[config.mk]
export PLATFORM = sky130hd
export DESIGN_NAME = pulse_stretch
export DESIGN_NICKNAME = d
export VERILOG_FILES = /design/src/rtl/pulse_stretch_pkg.sv /design/src/rtl/pulse_stretch.sv
export SDC_FILE = /design/constraint.sdc
export NUM_CORES = 1
export LEC_CHECK = 0
export CAP_MARGIN = 40
export CORE_MARGIN = 2
export CORE_UTILIZATION = 50
export DETAILED_ROUTE_END_ITERATION = 16
export PLACE_DENSITY_LB_ADDON = 0.08
export SETUP_SLACK_MARGIN = 0.02
export SLEW_MARGIN = 30
export SYNTH_ARGS = -nofsm -noshare
export SYNTH_HDL_FRONTEND = slang
export SYNTH_SLANG_ARGS = --single-unit
export TNS_END_PERCENT = 50
[constraint.sdc]
create_clock -name clk -period 2.05 [get_ports clk]
set_clock_uncertainty 0.2 [all_clocks]
set_input_delay 0.3075 -clock clk [delete_from_list [all_inputs] [get_ports clk]]
set_output_delay 0.3075 -clock clk [all_outputs]
set_load 0.01 [all_outputs]
[src/rtl/pulse_stretch_pkg.sv]
// Shared helpers for the pulse stretcher: pending-queue arithmetic used by the
// top-level next-state logic.
package pulse_stretch_pkg;

  // New queue occupancy after an optional enqueue and an optional dequeue in
  // the same cycle. Callers guarantee no underflow (dec only when cur > 0).
  function automatic int unsigned pend_next(input int unsigned cur,
                                            input logic        inc,
                                            input logic        dec);
    int unsigned nxt;
    nxt = cur;
    if (inc) nxt = nxt + 32'd1;
    if (dec) nxt = nxt - 32'd1;
    return nxt;
  endfunction

endpackage

[src/rtl/pulse_stretch.sv]
// Stretches one-cycle event strobes into HOLD_CYCLES-wide pulses separated by
// GAP_CYCLES low cycles, queueing up to MAX_PEND events that arrive meanwhile.
module pulse_stretch
  import pulse_stretch_pkg::*;
#(
  parameter int unsigned HOLD_CYCLES = 4,
  parameter int unsigned GAP_CYCLES  = 2,
  parameter int unsigned MAX_PEND    = 3
) (
  input  logic                            clk,
  input  logic                            rst,
  input  logic                            p,
  output logic                            z,
  output logic                            busy,
  output logic [$clog2(MAX_PEND+1)-1:0]   pend,
  output logic                            ovf
);

  localparam int unsigned PendW = $clog2(MAX_PEND + 1);
  localparam int unsigned CntW  = 8;

  localparam logic [1:0] StIdle = 2'd0;
  localparam logic [1:0] StHold = 2'd1;
  localparam logic [1:0] StGap  = 2'd2;

  localparam logic [CntW-1:0]  HoldLoad = CntW'(HOLD_CYCLES - 1);
  localparam logic [CntW-1:0]  GapLoad  = CntW'(GAP_CYCLES - 1);
  localparam logic [PendW-1:0] PendMax  = PendW'(MAX_PEND);

  logic [1:0]       r_state;
  logic [CntW-1:0]  r_cnt;
  logic [PendW-1:0] r_pend;
  logic             r_drop;

  logic [1:0]       w_state_nxt;
  logic [CntW-1:0]  w_cnt_nxt;
  logic [PendW-1:0] w_pend_nxt;
  logic             w_serve;
  logic             w_take;
  logic             w_inc;
  logic             w_dec;
  logic             w_drop;

  always_comb begin
    w_state_nxt = r_state;
    w_cnt_nxt   = r_cnt;
    w_serve     = 1'b0;
    w_take      = 1'b0;
    w_dec       = 1'b0;

    case (r_state)
      StIdle: begin
        if (p) begin
          w_state_nxt = StHold;
          w_cnt_nxt   = HoldLoad;
        end
      end
      StHold: begin
        w_take = p;
        if (r_cnt != '0) begin
          w_cnt_nxt = r_cnt - CntW'(1);
        end else if (GAP_CYCLES != 0) begin
          w_state_nxt = StGap;
          w_cnt_nxt   = GapLoad;
        end else begin
          w_serve = 1'b1;
        end
      end
      StGap: begin
        w_take = p;
        if (r_cnt != '0) begin
          w_cnt_nxt = r_cnt - CntW'(1);
        end else begin
          w_serve = 1'b1;
        end
      end
      default: begin
        w_state_nxt = StIdle;
        w_cnt_nxt   = '0;
      end
    endcase

    // Queued events are served before a fresh strobe; a strobe that starts the
    // next pulse directly is consumed and never enters the queue.
    if (w_serve) begin
      if (r_pend != '0) begin
        w_dec       = 1'b1;
        w_state_nxt = StHold;
        w_cnt_nxt   = HoldLoad;
      end else if (p) begin
        w_take      = 1'b0;
        w_state_nxt = StHold;
        w_cnt_nxt   = HoldLoad;
      end else begin
        w_state_nxt = StIdle;
        w_cnt_nxt   = '0;
      end
    end

    w_inc      = w_take && ((r_pend != PendMax) || w_dec);
    w_drop     = w_take && !w_inc;
    w_pend_nxt = PendW'(pend_next(32'(r_pend), w_inc, w_dec));
  end

  // Outputs are a registered view of the internal state, so nothing reaches
  // them combinationally from p.
  always_ff @(posedge clk) begin
    if (rst) begin
      r_state <= StIdle;
      r_cnt   <= '0;
      r_pend  <= '0;
      r_drop  <= 1'b0;
      z       <= 1'b0;
      busy    <= 1'b0;
      pend    <= '0;
      ovf     <= 1'b0;
    end else begin
      r_state <= w_state_nxt;
      r_cnt   <= w_cnt_nxt;
      r_pend  <= w_pend_nxt;
      r_drop  <= w_drop;
      z       <= (r_state == StHold);
      busy    <= (r_state != StIdle);
      pend    <= r_pend;
      ovf     <= r_drop;
    end
  end

endmodule

==> results of run 1 <==
-- through the flow --
stage	cells	utilization, %	TNS, ns
after floorplan	115	-	-0.0144
after global placement	172	67.6	0
after detailed placement	172	67.6	-0.266
after CTS	176	70.8	0
after global routing	179	78.5	-0.464
final	179	78.5	-0.00214
-- repair_timing --
| item | 4_1_cts | 5_1_grt |
|---|---|---|
| pin swaps | 0 | 11 |
| hold buffers | 0 | 0 |
| gates resized for setup | 5 | 32 |
| buffers inserted | 0 | 3 |
| setup endpoints to repair | 9 | 11 |
-- worst max-delay path: stages (launching register included) --
cell and delay, ns:
dfxtp_2 0.34, inv_2 0.07, ha_4 0.14, buf_4 0.10, nor4bb_4 0.30, a21oi_4 0.14
or4b_1 0.53, a21oi_2 0.16
-- metal layers --
metal | up-vias | routed length [µm] | GRT usage (%)
met1 | 513 | 1330 | 32.8
met2 | 17 | 1490 | 40.2
met3 | 4 | 65 | 2.76
met4 | 0 | 27 | 7.14
li1 | 497 | - | -
met5 | - | 0 | 0
-- registers in the layout, indices dropped and copies added (netlist names) --
register  cells
busy          1
ovf           1
pend          2
r_cnt         8
r_drop        1
r_pend        2
r_state       2
z             1
-- cells by family (layout without fill, tap and decap cells) --
family,after synthesis,count (layout)
buffers and inverters,11,48
xor gates and xnor gates,2,2
DFF,18,18
adders and majority gates,9,9
muxes,1,1
AOI/OAI and AO/OA,33,33
and+or+nand+nor,41,41
-- cell type report --
cell class | count | area (µm²) | area share [%]
clock buffers | 4 | 36.3 | 2.41
multi-input cells | 86 | 742 | 49.2
flip-flops and latches | 18 | 370 | 24.6
well taps | 27 | 33.8 | 2.24
inverters | 8 | 30.0 | 1.99
repair buffers | 36 | 295 | 19.6
-- placed cells by master, fill, tap and decap left out, drive strengths merged, types with 2 or more instances in the layout --
cell / n
a21oi: 10
a22oi: 2
buf: 29
clkbuf: 4
clkdlybuf4s50: 7
dfxtp: 18
ha: 9
inv: 8
nand2: 6
nand2b: 3
nor2: 9
nor2b: 2
nor4: 3
o21ai: 6
o21bai: 2
o22ai: 3
or3: 8
or4: 3
or4b: 2
xnor2: 2
-- power by group through the flow --
stage | Sequential, W | Combinational [W] | Clock, W
3_5_place_dp | 0.000567 | 0.00149 | 0
2_1_floorplan | 0.000571 | 0.000842 | 0
4_1_cts | 0.000567 | 0.00156 | 0.000226
3_3_place_gp | 0.000557 | 0.00143 | 0
5_1_grt | 0.000624 | 0.00209 | 0.000240
6_report | 0.000606 | 0.00193 | 0.000215
-- worst max-delay path by stage --
stage	endpoint	slack, ns	cells after the start
floorplan	r_pend[0]	-0.009	5
global placement	r_cnt[6]	0.04	7
detailed placement	r_pend[0]	-0.09	5
CTS	r_pend[0]	0.01	4
global route	r_cnt[5]	-0.09	7
finish	r_cnt[5]	-0.002	7
==> qor.yml, run 1 <==
outcome: "complete, but fails checks"
violations: "setup timing"
synth_edf_count: 0
synth_top_area_cell: "dfxtp_1"
dieHeight_um: 48.9
hold_start: "r_drop"
dp_slack_ns: -0.0869
timing.final.hold_violations: 0
n_fill_cell: 139
swShare_pct: 42.5
peakVddDrop_mv: 1.18
ant_nets: 0
gp_congestion: 0.853
ioPinCount: 8
synth.mux.area_fraction_pct: 0.994
worstMarginPinSlew_ns: 0.466
worstSetupPathType: "reg2reg"
syn-cell-area_um2: 1010
wirelength_um: 2910
final_area_um2: 1510
cellLeakagePower_nw: 0.612
worstSetupStartpoint: "r_cnt[1]"
grt_pass1_vias: 942
synth_common_cells: "dfxtp_1 (18), a21oi_1 (10), ha_1 (9), nor2_1 (9), inv_1 (8)"
syn-num-nets: 127
track_usage_pct: 24.1
synth_area_leaders: "dfxtp_1 (36%), ha_1 (11%), a21oi_1 (5.0%), or3_1 (3.7%), nor2_1 (3.4%)"
die_area_um2: 2390
grt_max_degree: 11
async_flop_share_pct: 0
clock_sinks: 18
hold-path-endpoint: "ovf"
startpoint_type: "flop"
synth.most_common_cell: "dfxtp_1"
row_count: 16
hpwlAfterDp_um: 1970
synth-simple-area-share_pct: 24.6
worstPathRequired_ns: 2.07
portBuffers: 7
timing.slew.headroom_pct: 68.7
insertion_delay_ns: 0.28
viasPerCell: 5.76
hp-class: "reg2reg"
synthAdderAreaFrac_pct: 11.2
drive_gt1_share_pct: 44.1
max_freq_ghz: 0.487
initial_core_util_pct: 52.4
n_antenna_cell: 0
post_dp_cell_area_um2: 1300
worst_slack_ns: -0.00214
clk_pin_slew_ns: 0.10
seqPwrFrac_pct: 22.0
synth_compound_area_share_pct: 21.5
worstRegToRegCells: 7
p_switching_w: 0.00117
cp_max_fo: 7
grt_pass1_wl_um: 4460
synth_top_area_share_pct: 35.8
drcViolationCount: 0
cts_tree: "done"
cp.arrival_ns: 2.07
area.growth.synth_to_final_pct: 49.7
numCtsBuffers: 3
wl_per_cell_um: 16.3
holdPathStages: 1
vias: 1031
max-cap-violations: 0
fin_crit_ns: 2.05
p_total_w: 0.00275
htree_num_levels: 1
powerDensity_nw_per_um2: 1820
die_w_um: 48.9
p_clk_share_pct: 7.8
synth_xor_area_share_pct: 1.74
drt_pre_antenna_iters: 5
fin_hold_ws_ns: 0.252
endpoint_kind: "flop"
ys_seq_area_share_pct: 35.8
r2r_end: "r_cnt[5]"
drt_iter0_markers: 31
setup_viol: 1
rrSetupSlack_ns: -0.002
num-nets-final: 165
gr-total-overflow: 0
cts_root_buf: "clkbuf_4"
rr_startpoint: "r_cnt[1]"
ys_types: 37
p_comb_share_pct: 70.1
synth_warnings: 0
ys_ff_latch: 18
synth_flop_cell: "dfxtp_1"
cellInternalPower_w: 0.00158
clockBufferDepth: 2
rsz0062_at_grt: "yes"
post-route-period-util_pct: 100
synth_top_family_by_area: "simple AND/OR/NAND/NOR gates"
postSynthAreaPerCell_um2: 8.76
synth_cells: 115
antenna_found_initial: 0
slew_viol_final: 0
core-area_um2: 1920
Note: power is estimated with default switching activity, not from simulation.
==> run 2: changes to the inputs <==
Settings changed: CORE_UTILIZATION 50 to 53, CTS_BUF_LIST set to sky130_fd_sc_hd__clkbuf_8.
==> run 2 against run 1 <==
  * The flow now finishes without violations
  * Non-clock buffer count down 6
  * Worst setup slack better by 0.028 ns
  * Critical path type unchanged
  * Sequential share of layout area up 1.0 points
  * Via count up 1.3%
==> qor.yml, run 2 (same netlist as run 1, synthesis figures left out) <==
antenna_found_initial: 0
outcome: "finished, final reports clean"
core-area_um2: 1760
peakVddDrop_mv: 1.36
layout_common_cells: "buf_4 (22), dfxtp_1 (12), a21oi_1 (8)"
dieHeight_um: 47.6
ant_nets: 0
hpwlAfterDp_um: 1810
setup_viol: 0
fin_crit_ns: 2.02
drcViolationCount: 0
n_fill_cell: 123
fin_hold_ws_ns: 0.247
timing.final.hold_violations: 0
n_antenna_cell: 0
cp.arrival_ns: 2.02
startpoint_type: "flop"
cellLeakagePower_nw: 0.579
p_comb_share_pct: 66.0
worstSetupPathType: "reg2reg"
p_switching_w: 0.00112
hp-class: "reg2reg"
post-route-period-util_pct: 98.7
gp_congestion: 0.823
drt_pre_antenna_iters: 4
slew_viol_final: 0
grt_pass1_vias: 994
rsz0062_at_grt: "yes"
wl_per_cell_um: 16.3
max_freq_ghz: 0.494
worst_slack_ns: 0.0259
max-cap-violations: 0
area.growth.synth_to_final_pct: 42.6
fin_setup_tns_ns: 0
cts_tree: "done"
initial_core_util_pct: 57.1
rrSetupSlack_ns: 0.03
swShare_pct: 42.3
grt_max_degree: 11
seqPwrFrac_pct: 23.0
ioPinCount: 8
endpoint_kind: "flop"
wirelength_um: 2800
drt_iter0_markers: 39
clockBufferDepth: 2
portBuffers: 7
vias: 1044
die_w_um: 47.6
p_clk_share_pct: 11.0
powerDensity_nw_per_um2: 1850
timing.slew.headroom_pct: 70.9
clock_sinks: 18
largest_reg_flops: 8
final_common_cell: "buf_4"
drive_gt1_share_pct: 38.4
die_area_um2: 2270
viasPerCell: 6.11
cts_root_buf: "clkbuf_8"
insertion_delay_ns: 0.26
cp_max_fo: 5
worstPathRequired_ns: 2.04
worstMarginPinSlew_ns: 0.432
clk_pin_slew_ns: 0.07
htree_num_levels: 1
track_usage_pct: 28.6
row_count: 15
cellInternalPower_w: 0.00153
gr-total-overflow: 0
num-nets-final: 159
top_register: "r_cnt"
numCtsBuffers: 3
holdBufCountCts: 0
dp_slack_ns: -0.133
grt_pass1_wl_um: 4480
[run 2: cell types whose count changed in the layout (fill, tap and decap cells not counted), moves of 3 or more]
cell and change:
a21oi_1 +3, buf_4 -5, clkbuf_4 -3, clkbuf_8 +3
[run 2: stage by stage]
step	area, µm²	total power [W]	util, %	instances
floorplan	1010	0.00141	-	115
global placement	1260	0.00192	71.4	165
detailed placement	1260	0.00197	71.4	165
CTS	1390	0.00247	78.8	171
global route	1440	0.00283	81.4	171
finish	1440	0.00266	81.4	171
[run 2: layout make-up]
class                           count  area (µm²)  share of cell area (%)
Inverter                            8        30.0                    2.09
Multi-Input combinational cell     86         712                    49.6
Timing Repair Buffer               30         240                    16.7
Sequential cell                    18         368                    25.6
Clock buffer                        4        55.1                    3.83
Tap cell                           25        31.3                    2.18
[run 2: timing repair]
action	4_1_cts	5_1_grt
gates cloned	0	0
pin swaps	4	9
setup buffers	2	0
endpoints found under the setup margin	10	11
gates resized for setup	13	19
[run 2: per-layer routing]
| metal | track usage [%] | part of all wire, % |
|---|---|---|
| met5 | 0 | 0 |
| met4 | 12.4 | 2.8 |
| met3 | 6.79 | 5.2 |
| met2 | 46.5 | 49 |
| met1 | 36.1 | 43 |
[run 2: worst max-delay path, cell delays in order, from the launching register on]
cell	delay (ns)
dfxtp_1	0.32
buf_4	0.15
or3_4	0.41
or3_1	0.36
or3_1	0.36
a21oi_2	0.16
[run 2: path summary, 6_finish.rpt]
| check | cells after the start | start | end |
|---|---|---|---|
| max reg2reg | 5 | r_cnt[0] | r_cnt[7] |
| min reg2reg | 1 | r_drop | ovf |
| max | 5 | r_cnt[0] | r_cnt[7] |
| min | 1 | r_drop | ovf |
[run 2: power by group through the flow]
stage	clock network (W)	logic [W]	registers, W
finish	0.000293	0.00175	0.000610
global route	0.000308	0.00190	0.000621
CTS	0.000298	0.00158	0.000586
detailed placement	0	0.00140	0.000570
global placement	0	0.00136	0.000561
floorplan	0	0.000842	0.000571
